File: config.mk
export PLATFORM = sky130hd
export DESIGN_NAME = rcc_rst_seq
export DESIGN_NICKNAME = d
export VERILOG_FILES = /design/src/rtl/rcc_rst_seq_pkg.sv /design/src/rtl/rcc_rst_seq_dom.sv /design/src/rtl/rcc_rst_seq.sv
export SDC_FILE = /design/constraint.sdc
export NUM_CORES = 1
export LEC_CHECK = 0
export ABC_AREA = 0
export CORE_MARGIN = 10
export CORE_UTILIZATION = 35
export DETAILED_ROUTE_END_ITERATION = 8
export PLACE_DENSITY = 0.62
export SYNTH_ARGS = -nofsm -noshare
export SYNTH_HDL_FRONTEND = slang
export SYNTH_SLANG_ARGS = --single-unit
File: constraint.sdc
create_clock -name clk -period 1.8 [get_ports clk]
set_clock_uncertainty 0.2 [all_clocks]
set_input_delay 0.27 -clock clk [delete_from_list [all_inputs] [get_ports clk]]
set_output_delay 0.27 -clock clk [all_outputs]
set_load 0.05 [all_outputs]
File: src/rtl/rcc_rst_seq_pkg.sv
// Shared definitions for the RCC reset/clock-enable sequencer: per-domain FSM
// state encoding and default duration/delay constants reused by the RCC top.
package rcc_rst_seq_pkg;

    typedef enum logic [2:0] {
        ST_ASSERT   = 3'd0,
        ST_WAIT_PAR = 3'd1,
        ST_RELEASE  = 3'd2,
        ST_RUN      = 3'd3,
        ST_GATE     = 3'd4
    } dom_state_e;

    localparam int unsigned DEF_RST_DUR = 10;
    localparam int unsigned DEF_CLK_DLY = 8;

endpackage

File: src/rtl/rcc_rst_seq_dom.sv
// Single-domain reset/clock-enable sequencer: one FSM plus a shared
// duration/delay counter. Outputs are registered from the next state.
module rcc_dom_seq
    import rcc_rst_seq_pkg::*;
#(
    parameter int unsigned CNT_W = 8
) (
    input  logic             clk,
    input  logic             rst,
    input  logic [CNT_W-1:0] dur,
    input  logic [CNT_W-1:0] dly,
    input  logic             chain_en,
    input  logic             par_ready,
    input  logic             req,
    output logic             rst_n,
    output logic             clk_en,
    output logic             ready
);

    dom_state_e       state_q, state_d;
    logic [CNT_W-1:0] cnt_q, cnt_d;
    logic [CNT_W-1:0] dur_term;
    logic [CNT_W-1:0] dly_term;
    logic             par_lost;

    // Zero durations behave as one cycle; >= compare keeps the counter from wrapping.
    assign dur_term = (dur == '0) ? '0 : dur - CNT_W'(1);
    assign dly_term = (dly == '0) ? '0 : dly - CNT_W'(1);
    assign par_lost = chain_en & ~par_ready;

    always_comb begin
        state_d = state_q;
        cnt_d   = cnt_q;
        case (state_q)
            ST_ASSERT: begin
                if (req) begin
                    cnt_d = '0;
                end else if (cnt_q >= dur_term) begin
                    cnt_d   = '0;
                    state_d = chain_en ? ST_WAIT_PAR : ST_RELEASE;
                end else begin
                    cnt_d = cnt_q + CNT_W'(1);
                end
            end
            ST_WAIT_PAR: begin
                cnt_d = '0;
                if (req) begin
                    state_d = ST_ASSERT;
                end else if (par_ready) begin
                    state_d = ST_RELEASE;
                end
            end
            ST_RELEASE: begin
                if (req || par_lost) begin
                    cnt_d   = '0;
                    state_d = ST_ASSERT;
                end else if (cnt_q >= dly_term) begin
                    cnt_d   = '0;
                    state_d = ST_RUN;
                end else begin
                    cnt_d = cnt_q + CNT_W'(1);
                end
            end
            ST_RUN: begin
                cnt_d = '0;
                // Clock is always gated for one cycle before reset re-asserts.
                if (req || par_lost) begin
                    state_d = ST_GATE;
                end
            end
            ST_GATE: begin
                cnt_d   = '0;
                state_d = ST_ASSERT;
            end
            default: begin
                cnt_d   = '0;
                state_d = ST_ASSERT;
            end
        endcase
    end

    always_ff @(posedge clk) begin
        if (rst) begin
            state_q <= ST_ASSERT;
            cnt_q   <= '0;
            rst_n   <= 1'b0;
            clk_en  <= 1'b0;
            ready   <= 1'b0;
        end else begin
            state_q <= state_d;
            cnt_q   <= cnt_d;
            rst_n   <= (state_d == ST_RELEASE) || (state_d == ST_RUN) || (state_d == ST_GATE);
            clk_en  <= (state_d == ST_RUN);
            ready   <= (state_d == ST_RUN);
        end
    end

endmodule

File: src/rtl/rcc_rst_seq.sv
// N-domain reset/clock-enable sequencer for the RCC: one rcc_dom_seq per domain,
// optionally chained so each domain releases only after its parent is running.
module rcc_rst_seq
    import rcc_rst_seq_pkg::*;
#(
    parameter int unsigned               N_DOM   = 4,
    parameter int unsigned               CNT_W   = 8,
    parameter logic [N_DOM*CNT_W-1:0]    RST_DUR = {N_DOM{CNT_W'(DEF_RST_DUR)}},
    parameter logic [N_DOM*CNT_W-1:0]    CLK_DLY = {N_DOM{CNT_W'(DEF_CLK_DLY)}},
    parameter logic                      CHAIN   = 1'b0
) (
    input  logic             clk,
    input  logic             rst,
    input  logic [N_DOM-1:0] dom_rst_req,
    output logic [N_DOM-1:0] dom_rst_n,
    output logic [N_DOM-1:0] dom_clk_en,
    output logic [N_DOM-1:0] dom_ready,
    output logic             seq_busy
);

    for (genvar i = 0; i < N_DOM; i++) begin : g_dom
        localparam logic CHAIN_EN = CHAIN && (i > 0);
        logic par_ready;

        if (i == 0) begin : g_root
            assign par_ready = 1'b1;
        end else begin : g_child
            assign par_ready = dom_ready[i-1];
        end

        rcc_dom_seq #(
            .CNT_W (CNT_W)
        ) u_dom (
            .clk       (clk),
            .rst       (rst),
            .dur       (RST_DUR[i*CNT_W +: CNT_W]),
            .dly       (CLK_DLY[i*CNT_W +: CNT_W]),
            .chain_en  (CHAIN_EN),
            .par_ready (par_ready),
            .req       (dom_rst_req[i]),
            .rst_n     (dom_rst_n[i]),
            .clk_en    (dom_clk_en[i]),
            .ready     (dom_ready[i])
        );
    end

    assign seq_busy = ~&dom_ready;

endmodule

==> flow_metrics.py <==
metrics = {
    "place": {
        "place_hpwl_um": 2540,
        "dpl_worst_slack_ps": -112,
        "io_buffers": 18,
        "place_congestion": 0.783,
        "dp_cells": 299,
        "place_area_mm2": 0.00233,
    },
    "setup_path": {
        "arrival_ps": 1780,
        "cp_max_fo": 3,
        "regToRegSetupSlack_ps": 20,
        "cp_slowest_stage_delay_ps": 380,
        "critPathSlowestCell": "or3b_4",
        "critPathCaptureType": "flop",
        "start_kind": "flop",
        "r2r_end": "g_dom[0].u_dom.rst_n$_SDFF_PP0_",
        "worstPathRequired_ps": 1800,
        "critPathKind": "flop to flop",
        "rr_worst_depth": 6,
        "r2r_start": "g_dom[0].u_dom.cnt_q[0]$_SDFF_PP0_",
        "path_cells": "inv_1, ha_1, or3b_4, a211oi_4, a2bb2oi_1, nor3_1",
    },
    "global_route": {
        "grt_max_degree": 16,
        "antenna_found_initial": 0,
        "grt_pass1_wl_um": 5750,
        "grt_pass1_vias": 1315,
        "grt.overflow.total": 0,
        "grt_util_all_layers_pct": 7.96,
    },
    "worst_hold_path": {
        "worstHoldEndpoint": "g_dom[0].u_dom.state_q[2]$_SDFF_PP0_",
        "min-delay-start": "g_dom[0].u_dom.state_q[2]$_SDFF_PP0_",
        "hp-class": "flop to flop",
        "holdPathStages": 1,
    },
    "cells_and_area": {
        "fin_nets": 252,
        "n_fill_cell": 554,
        "final_area_mm2": 0.00247,
        "drive_gt1_share_pct": 19.6,
        "final_cells": 307,
        "multi_input_area_um2": 910,
        "area_growth_pct": 22.7,
        "diodes": 0,
        "seqCellArea_mm2": 0.00104,
        "utilization_pct": 44.6,
    },
    "sta": {
        "min_period_ps": 1780,
        "fmax_mhz": 561,
        "report.final.slew_viol_count": 0,
        "final.setup.worst_slack_ps": 16.6,
        "hold_viol": 0,
        "fin_tns_setup_ps": 0,
        "rsz0062_at_grt": "yes",
        "holdWs_ps": 255,
        "setup_viol": 0,
        "fin_crit_sh_pct": 99.1,
    },
    "detailed_routing": {
        "viasPerCell": 4.46,
        "via_count": 1369,
        "routed_wl_um": 3310,
        "wire_per_inst_um": 10.8,
        "first_pass_iters": 3,
        "ant_nets": 0,
        "post-route-drc-count": 0,
        "drt_iter0_drc": 26,
    },
    "yosys": {
        "synthFlopType": "dfxtp_1",
        "postSynthAreaPerCell_um2": 10.1,
        "synth_seq_area_share_pct": 51.6,
        "synth_cell_types": 41,
        "synth.ff_latch_count": 52,
        "synth_edf_count": 0,
        "yosysTopAreaCell": "dfxtp_1",
        "netlist_instances": 199,
        "yosys_warnings": 0,
        "ys_top_cells_by_area": "dfxtp_1, ha_1, buf_4",
        "synthesis.area_mm2": 0.00202,
        "netlist.area_leader.share_pct": 51.6,
        "async_reset_ff_share_pct": 0,
    },
    "clock_tree": {
        "clock_latency_ps": 300,
        "h-tree-depth": 2,
        "ctsHoldBuffers": 0,
        "cts_tree": "yes",
        "cts_buffers": 5,
        "cts-root-buf": "clkbuf_8",
        "cts_buffer_depth": 2,
        "cts_sinks": 52,
        "post_cts_buffers": 0,
        "cts.clk_slew.worst_paths_ps": 90,
    },
    "floorplanning": {
        "ios": 19,
        "dieArea_mm2": 0.00919,
        "num_rows": 27,
        "die_h_um": 95.9,
        "coreArea_mm2": 0.00554,
        "fp.dieW_um": 95.9,
        "initial_core_util_pct": 36.4,
    },
    "power": {
        "pwr-share-clk_pct": 32.9,
        "p_int_mw": 1.57,
        "cellPowerDensity_mw_per_mm2": 828,
        "pwr-share-seq_pct": 59.3,
        "finalPower_mw": 2.05,
        "p_sw_share_pct": 23.3,
        "p_switching_mw": 0.477,
        "p_comb_share_pct": 7.8,
        "leakagePower_nw": 1.02,
        "peakVddDrop_mv": 0.257,
    },
    "outcome": {
        "status": "finished clean",
    },
    "job": {
        "cap_violations": 0,
    },
}
final cells by class:
cell class | count | share of cell area, %
Timing Repair Buffer | 27 | 11.2
Sequential cell | 52 | 42.3
Inverter | 15 | 2.28
Multi-Input combinational cell | 133 | 36.8
Clock inverter | 1 | 0.304
Clock buffer | 7 | 3.49
Tap cell | 72 | 3.64
worst max-delay path, delay by kind of cell, from the launching register on:
kind                     cells  cell delay (ps)
AO/OA/AOI/OAI                2              480
flip-flops                   1              360
buffers and inverters        1               70
AND/OR/NAND/NOR              2              440
adder cells (fa/ha/maj)      1              120
power by group through the flow:
| stage | Sequential, mW | Combinational [mW] | Clock, mW |
|---|---|---|---|
| global placement | 1.24 | 0.155 | 0 |
| floorplan | 1.23 | 0.115 | 0 |
| detailed placement | 1.24 | 0.156 | 0 |
| CTS | 1.21 | 0.157 | 0.705 |
| finish | 1.21 | 0.159 | 0.674 |
| global route | 1.22 | 0.174 | 0.753 |
cells by family after synthesis:
group / count (synthesis) / share of synthesized area, %
XOR/XNOR: 8 / 3.48
flip-flops: 52 / 51.6
adder cells (fa/ha/maj): 12 / 7.45
buffers and inverters: 29 / 8.01
AO/OA/AOI/OAI: 30 / 11.5
other: 1 / 0.186
AND/OR/NAND/NOR: 67 / 17.7
per-layer routing:
layer  GRT usage, %  vias up  part of all wire, %
met5              0        -                    0
met4           3.32        0                  1.6
met3           4.05        7                  6.3
met2           12.4       17                   44
met1           9.04      626                   48
li1               -      719                    -
what timing repair did:
action | 4_1_cts | 5_1_grt
endpoints found under the setup margin | 6 | 15
pin swaps | 1 | 9
gates resized for setup | 1 | 11
worst max-delay path by stage:
stage / end / depth (start not counted) / startpoint
2_1_floorplan: g_dom[0].u_dom.rst_n$_SDFF_PP0_ / 6 / g_dom[0].u_dom.cnt_q[1]$_SDFF_PP0_
3_3_place_gp: g_dom[1].u_dom.rst_n$_SDFF_PP0_ / 4 / dom_rst_req[1]
3_5_place_dp: g_dom[1].u_dom.rst_n$_SDFF_PP0_ / 4 / dom_rst_req[1]
4_1_cts: g_dom[1].u_dom.cnt_q[3]$_SDFF_PP0_ / 6 / g_dom[1].u_dom.cnt_q[1]$_SDFF_PP0_
5_1_grt: g_dom[0].u_dom.cnt_q[1]$_SDFF_PP0_ / 6 / g_dom[0].u_dom.cnt_q[1]$_SDFF_PP0_
6_report: g_dom[0].u_dom.rst_n$_SDFF_PP0_ / 6 / g_dom[0].u_dom.cnt_q[0]$_SDFF_PP0_
state kept, by name (all words and copies together), names as in the netlist:
name                 count
g_dom.u_dom.state_q     12
g_dom.u_dom.cnt_q       32
g_dom.u_dom.rst_n        4
g_dom.u_dom.clk_en       4
cell usage after synthesis, types with 2 or more instances:
cell,number
nor3_1,10
nor3b_1,2
or3_1,3
nor2_1,21
a211oi_1,2
buf_4,12
or4_1,2
or4_4,2
nor2b_1,3
nand3_1,8
xor2_1,3
dfxtp_1,52
ha_1,12
o2111ai_1,2
nand2b_1,2
xnor2_1,5
nor4_1,2
inv_1,15
a21oi_1,10
or3b_1,2
nand2_1,5
a21o_1,4
a21boi_0,2
placed cells by master (no fill, tap or decap), types with 2 or more instances in the layout:
master	n
or4_1	2
dfxtp_2	3
nand2b_1	2
nand2_1	4
or3_1	3
a21boi_0	2
nand3_1	8
nor2b_1	3
a211oi_1	2
nor3b_1	2
clkbuf_8	6
xnor2_1	5
a21oi_1	9
xor2_1	3
or4_4	2
buf_12	5
nor2_1	21
nor4_1	2
conb_1	16
inv_1	14
a21o_1	4
a211oi_4	2
ha_1	11
dfxtp_1	49
buf_4	17
nor3_1	10
clkdlybuf4s50_1	5
or3b_4	2
Note: power is estimated with default switching activity, not from simulation.
==> edit 1, RTL diff (same flow settings) <==
`CNT_W` is set to 8 in 2 places; all go to 7.
--- a/src/rtl/rcc_rst_seq_dom.sv
+++ b/src/rtl/rcc_rst_seq_dom.sv
@@ -3,7 +3,7 @@
 module rcc_dom_seq
     import rcc_rst_seq_pkg::*;
 #(
-    parameter int unsigned CNT_W = 8
+    parameter int unsigned CNT_W = 7
 ) (
     input  logic             clk,
     input  logic             rst,
--- a/src/rtl/rcc_rst_seq.sv
+++ b/src/rtl/rcc_rst_seq.sv
@@ -4,7 +4,7 @@
     import rcc_rst_seq_pkg::*;
 #(
     parameter int unsigned               N_DOM   = 4,
-    parameter int unsigned               CNT_W   = 8,
+    parameter int unsigned               CNT_W   = 7,
     parameter logic [N_DOM*CNT_W-1:0]    RST_DUR = {N_DOM{CNT_W'(DEF_RST_DUR)}},
     parameter logic [N_DOM*CNT_W-1:0]    CLK_DLY = {N_DOM{CNT_W'(DEF_CLK_DLY)}},
     parameter logic                      CHAIN   = 1'b0
Formal check against the unedited RTL: no difference found for any inputs over 10 cycles, from zero or initial values and one cycle with rst high; that may be too few to reach the edited logic, so the function may still have changed.
==> edit 1 against the unedited design <==
- critical path depth down 2
- design area down 2.6%
- synthesized area down 6.2%
- sequential share of layout area down 2.2 points
- maximum frequency up 2.8%
- sequential cell count down 4
- routed wire length up 9.5%
- core utilization up 1.9 points
- power down 5.0%
- setup slack better by 48 ps
- count of clock-buffer cells in the layout unchanged
- worst hold slack worse by 20 ps
==> edit 1: results (changes against the unedited design) <==
run_status:
  run_status: "completed"
setup_path:
  startpoint_type: "flop"
  slowest_stage: "or3b_4"
  regToRegSetupSlack_ps: 60  # +50 ps
  r2r-end: "g_dom[2].u_dom.cnt_q[1]"
  r2r-start: "g_dom[2].u_dom.cnt_q[0]"
  cp.arrival_ps: 1750  # -30 ps
  max_stage_delay_ps: 420  # +40 ps
  r2r_cells: 4  # -2
  path_max_fanout: 5  # +2
grt:
  grt.total_usage_pct: 8.93  # +0.97 points
  grt_pass1_wl_um: 6290  # +9.4%
  grt_pass1_vias: 1395  # +6.1%
  grt_max_degree: 15  # -1
hold_path:
  min_to: "g_dom[1].u_dom.state_q[2]"
  hold_start: "g_dom[1].u_dom.state_q[2]"
placement:
  placed_cell_area_um2: 2260  # -3.4%
  pre_cts_slack_ps: -130  # -17.8 ps
  place_congestion: 0.813  # +3.8%
  dp_hpwl_um: 2630  # +3.7%
  dp_cells: 287  # -4.0%
synthesis:
  synth.top_cells.by_count: "48 x dfxtp_1, 12 x a211oi_1, 12 x buf_4, 11 x nor3_1, 9 x nand2_1"
  ys_types: 42  # +2.4%
  yosys-top-cells-area: "dfxtp_1 51%, ha_1 5.3%, a211oi_1 4.8%, buf_4 4.8%, nor3_1 2.9%"
  synth_top_flop_cell: "dfxtp_1"
  synthCells: 185  # -7.0%
  synth-warning-count: 0  # unchanged
  seq_area_frac_synth_pct: 50.8  # -0.82 points
power_and_ir_drop:
  ir_drop_v: 0.000360  # +40%
  power_leakage_nw: 0.990  # -3.2%
routing:
  wire_per_inst_um: 12.3  # +14%
  wl_um: 3630  # +9.5%
  drt_iter0_markers: 47  # +81%
  dr.pass1.iters: 4  # +1
  avgViaCountPerCell: 4.67  # +4.7%
finish:
  n_antenna_cell: 0  # unchanged
  fillCellCount: 496  # -10%
  reg_top3: "g_dom.u_dom.cnt_q: 28 flops, g_dom.u_dom.state_q: 12 flops"
  final_layout_size_suffix_gt1_share_pct: 23.1  # +3.5 points
  nNetsFinal: 238  # -5.6%
sta:
  setup_viol: 0  # unchanged
  whs_ps: 236  # -19.9 ps
clocking:
  clockRootBuffer: "clkbuf_8"
  clockBufferDepth: 2  # unchanged
  post_cts_buffers: 0  # unchanged
  cts_buffers: 5  # unchanged
  clk_latency_ps: 300  # about the same
  htreeDepth: 2  # unchanged
edit 1: changes by cell type after synthesis, sizes merged, moves of 4 or more:
cell,unedited run,this run
a211oi,4,12
a21oi,10,5
dfxtp,52,48
ha,12,8
inv,15,8
nand2,5,9
nor2,21,6
edit 1: cell type report:
class / count / area (µm²) / area share [%]
clock buffer: 7 / 86.3 / 3.58
multi-input combinational: 127 / 902 / 37.5
tap: 70 / 87.6 / 3.64
clock inverter: 1 / 7.51 / 0.312
timing repair buffer: 34 / 330 / 13.7
inverter: 8 / 30.0 / 1.25
sequential: 48 / 965 / 40.1
edit 1: worst max-delay path by stage:
stage	endpoint	slack [ps]	cells after the start
CTS	g_dom[3].u_dom.cnt_q[1]	20	5
finish	g_dom[2].u_dom.cnt_q[1]	60	4
floorplan	g_dom[1].u_dom.rst_n	30	5
global route	g_dom[2].u_dom.cnt_q[0]	-30	4
detailed placement	g_dom[2].u_dom.cnt_q[3]	-130	4
global placement	g_dom[2].u_dom.cnt_q[3]	-90	4
edit 1: logic make-up (layout without fill, tap and decap cells):
group                    after synthesis  in the layout  synth area share [%]
XOR/XNOR                               8              8                  3.71
other                                  1             12                 0.198
buffers and inverters                 21             50                  6.55
flip-flops                            48             48                  50.8
AND/OR/NAND/NOR                       58             58                  16.7
AO/OA/AOI/OAI                         41             41                  16.7
adder cells (fa/ha/maj)                8              8                  5.29
edit 1: report_power, final:
group          internal [mW]  switching [mW]  total, mW
logic                 0.0733          0.0944      0.168
clock network          0.312           0.346      0.659
registers               1.09          0.0233       1.12
total                   1.48           0.464       1.94
edit 1: critical path: cells and delay by family (launching register included):
kind                       cells  cell delay [ps]
AOI/OAI and AO/OA              2              470
and+or+nand+nor                1              420
DFF                            1              350
adders and majority gates      1              210
edit 1: timing repair:
| item | CTS | global route |
|---|---|---|
| endpoints found under the setup margin | 4 | 19 |
| pin swaps | 0 | 3 |
| resized for setup | 3 | 11 |
edit 1: routing by layer:
metal | global-route usage, % | share of wire (%)
met2 | 14.8 | 48
met5 | 0 | 0
met1 | 9.89 | 45
met3 | 2.80 | 4.4
met4 | 5.01 | 2.4
==> edit 2, RTL diff (same settings) <==
Made on the original files. Re-encode `dom_state_e` (5 states) as one-hot, 5 bits wide.
--- a/src/rtl/rcc_rst_seq_pkg.sv
+++ b/src/rtl/rcc_rst_seq_pkg.sv
@@ -2,12 +2,12 @@
 // state encoding and default duration/delay constants reused by the RCC top.
 package rcc_rst_seq_pkg;
 
-    typedef enum logic [2:0] {
-        ST_ASSERT   = 3'd0,
-        ST_WAIT_PAR = 3'd1,
-        ST_RELEASE  = 3'd2,
-        ST_RUN      = 3'd3,
-        ST_GATE     = 3'd4
+    typedef enum logic [4:0] {
+        ST_ASSERT   = 5'b00001,
+        ST_WAIT_PAR = 5'b00010,
+        ST_RELEASE  = 5'b00100,
+        ST_RUN      = 5'b01000,
+        ST_GATE     = 5'b10000
     } dom_state_e;
 
     localparam int unsigned DEF_RST_DUR = 10;
Check against the original RTL: same outputs for any inputs over 10 cycles, from zero or initial values and one cycle with rst high; not proved beyond that.
==> edit 2 against the unedited design <==
- sequential share of layout area shrank 8.2 points
- routed wire length is 63% higher
- setup slack lost 16 ps
- sequential cell count grew 8
- power rose by 45%
- design area up 45%
- critical path depth unchanged
- synthesized area rose by 38%
- synthesized cell count is 46% higher
- worst hold slack worse by 12 ps
- critical endpoint is now g_dom[3].u_dom.rst_n
- largest power group unchanged
==> edit 2: results (changes against the unedited design) <==
finish:
  n_antenna_cell: 0  # unchanged
  fillCellCount: 725  # +31%
  reg_top3: "g_dom.u_dom.cnt_q: 32 flops, g_dom.u_dom.state_q: 20 flops"
  final_layout_size_suffix_gt1_share_pct: 27.4  # +7.8 points
  nNetsFinal: 362  # +44%
sta:
  drv_slew: 0  # unchanged
synthesis:
  seq_area_frac_synth_pct: 43.3  # -8.4 points
  ys_types: 63  # +54%
  synthArstFlopShare_pct: 0  # unchanged
  synth.top_cells.by_count: "60 x dfxtp_1, 28 x nor2_1, 19 x inv_1, 12 x buf_4, 12 x ha_1"
  synth-edff-count: 0  # unchanged
  yosys-top-cells-area: "dfxtp_1 43%, ha_1 5.4%, nor2_1 3.8%, buf_4 3.2%, xnor2_1 2.8%"
  synth-warning-count: 0  # unchanged
routing:
  drt_iter0_markers: 54  # +110%
  avgViaCountPerCell: 4.86  # +9.0%
  dr.pass1.iters: 4  # +1
  wire_per_inst_um: 12.0  # +11%
hold_path:
  hold_start: "g_dom[0].u_dom.cnt_q[0]"
  hold_path_class: "reg -> reg"
setup_path:
  startpoint: "g_dom[3].u_dom.cnt_q[1]"
  path_max_fanout: 2  # -1
  crit_family: "compound AO/OA/AOI/OAI gates"
  slowest_stage: "or3b_4"
  cp.arrival_ps: 1810  # +30 ps
  r2r-start: "g_dom[3].u_dom.cnt_q[1]"
  max_stage_delay_ps: 400  # +20 ps
grt:
  grt.total_usage_pct: 9.46  # +1.5 points
  grt_pass1_vias: 2040  # +55%
  grt_max_degree: 15  # -1
  antenna_found_initial: 0  # unchanged
  grt_pass1_wl_um: 9080  # +58%
run_status:
  run_status: "completed"
placement:
  pre_cts_slack_ps: -175  # -63.1 ps
  place_congestion: 0.836  # +6.7%
  dp_hpwl_um: 3970  # +56%
  portBuffers: 18  # unchanged
clocking:
  clockBufferDepth: 2  # unchanged
  path_clk_slew_ps: 60  # -30 ps
  clk_latency_ps: 330  # +30 ps
  htreeDepth: 3  # +1
  cts_buffers: 9  # +4
  clockRootBuffer: "clkbuf_8"
power_and_ir_drop:
  ir_drop_v: 0.000483  # +88%
  power_leakage_nw: 1.36  # +32%
edit 2: logic make-up (layout without fill, tap and decap cells):
| logic type | after synthesis | in the layout | share of synthesized area [%] |
|---|---|---|---|
| AOI/OAI and AO/OA | 62 | 62 | 17.0 |
| xor gates and xnor gates | 11 | 11 | 3.47 |
| adders and majority gates | 12 | 12 | 5.41 |
| buffers and inverters | 38 | 78 | 7.17 |
| DFF | 60 | 60 | 43.3 |
| muxes | 1 | 1 | 0.361 |
| other | 1 | 17 | 0.135 |
| and+or+nand+nor | 106 | 106 | 23.2 |
edit 2: routing by layer:
layer  part of all wire (%)  vias up  wire [µm]  global-route usage, %
met5                      0        -          0                      0
met4                    1.8        0         95                   5.08
met3                    3.3        8        180                   2.60
met2                     47       25       2550                   14.8
met1                     48     1012       2560                   11.5
li1                       -     1137          -                      -
edit 2: worst paths after layout:
kind | to | slack, ps | depth (start not counted)
min | g_dom[0].u_dom.cnt_q[0] | 240 | 1
max | g_dom[3].u_dom.rst_n | 1 | 6
min reg2reg | g_dom[0].u_dom.cnt_q[0] | 240 | 1
max reg2reg | g_dom[3].u_dom.rst_n | 1 | 6
edit 2: through the flow:
stage               TNS, ps  utilization (%)  std cells  area, µm²
global route           -701             46.3        449       3580
global placement       -226             42.6        435       3290
CTS                   -8.67             45.6        449       3520
finish                    0             46.3        449       3580
floorplan                 0                -        307       2840
detailed placement     -462             42.6        435       3290
edit 2: timing repair:
item | CTS | global route
pin swaps | 7 | 3
endpoints found under the setup margin | 9 | 27
setup buffers | 0 | 0
hold buffers | 0 | 0
endpoints found under the hold margin | 0 | 0
resized for setup | 11 | 22
edit 2: power by group:
group / switching, mW / total, mW / internal, mW
clock network: 0.482 / 1.18 / 0.698
registers: 0.0470 / 1.43 / 1.38
logic: 0.196 / 0.370 / 0.173
total: 0.725 / 2.98 / 2.25
edit 2: cell type report:
type / count / area, µm² / share of cell area, %
Tap cell: 102 / 128 / 3.57
Timing Repair Buffer: 45 / 454 / 12.7
Clock inverter: 2 / 35.0 / 0.979
Inverter: 19 / 71.3 / 1.99
Clock buffer: 12 / 155 / 4.34
Multi-Input combinational cell: 209 / 1520 / 42.4
Sequential cell: 60 / 1220 / 34.1
edit 2: worst reg2reg max path, cell delays in order (launching register included):
cell and delay [ps]:
dfxtp_2 330, inv_2 50, ha_4 140, or3b_4 400, a21bo_4 230, a221oi_4 260, o31ai_2 80
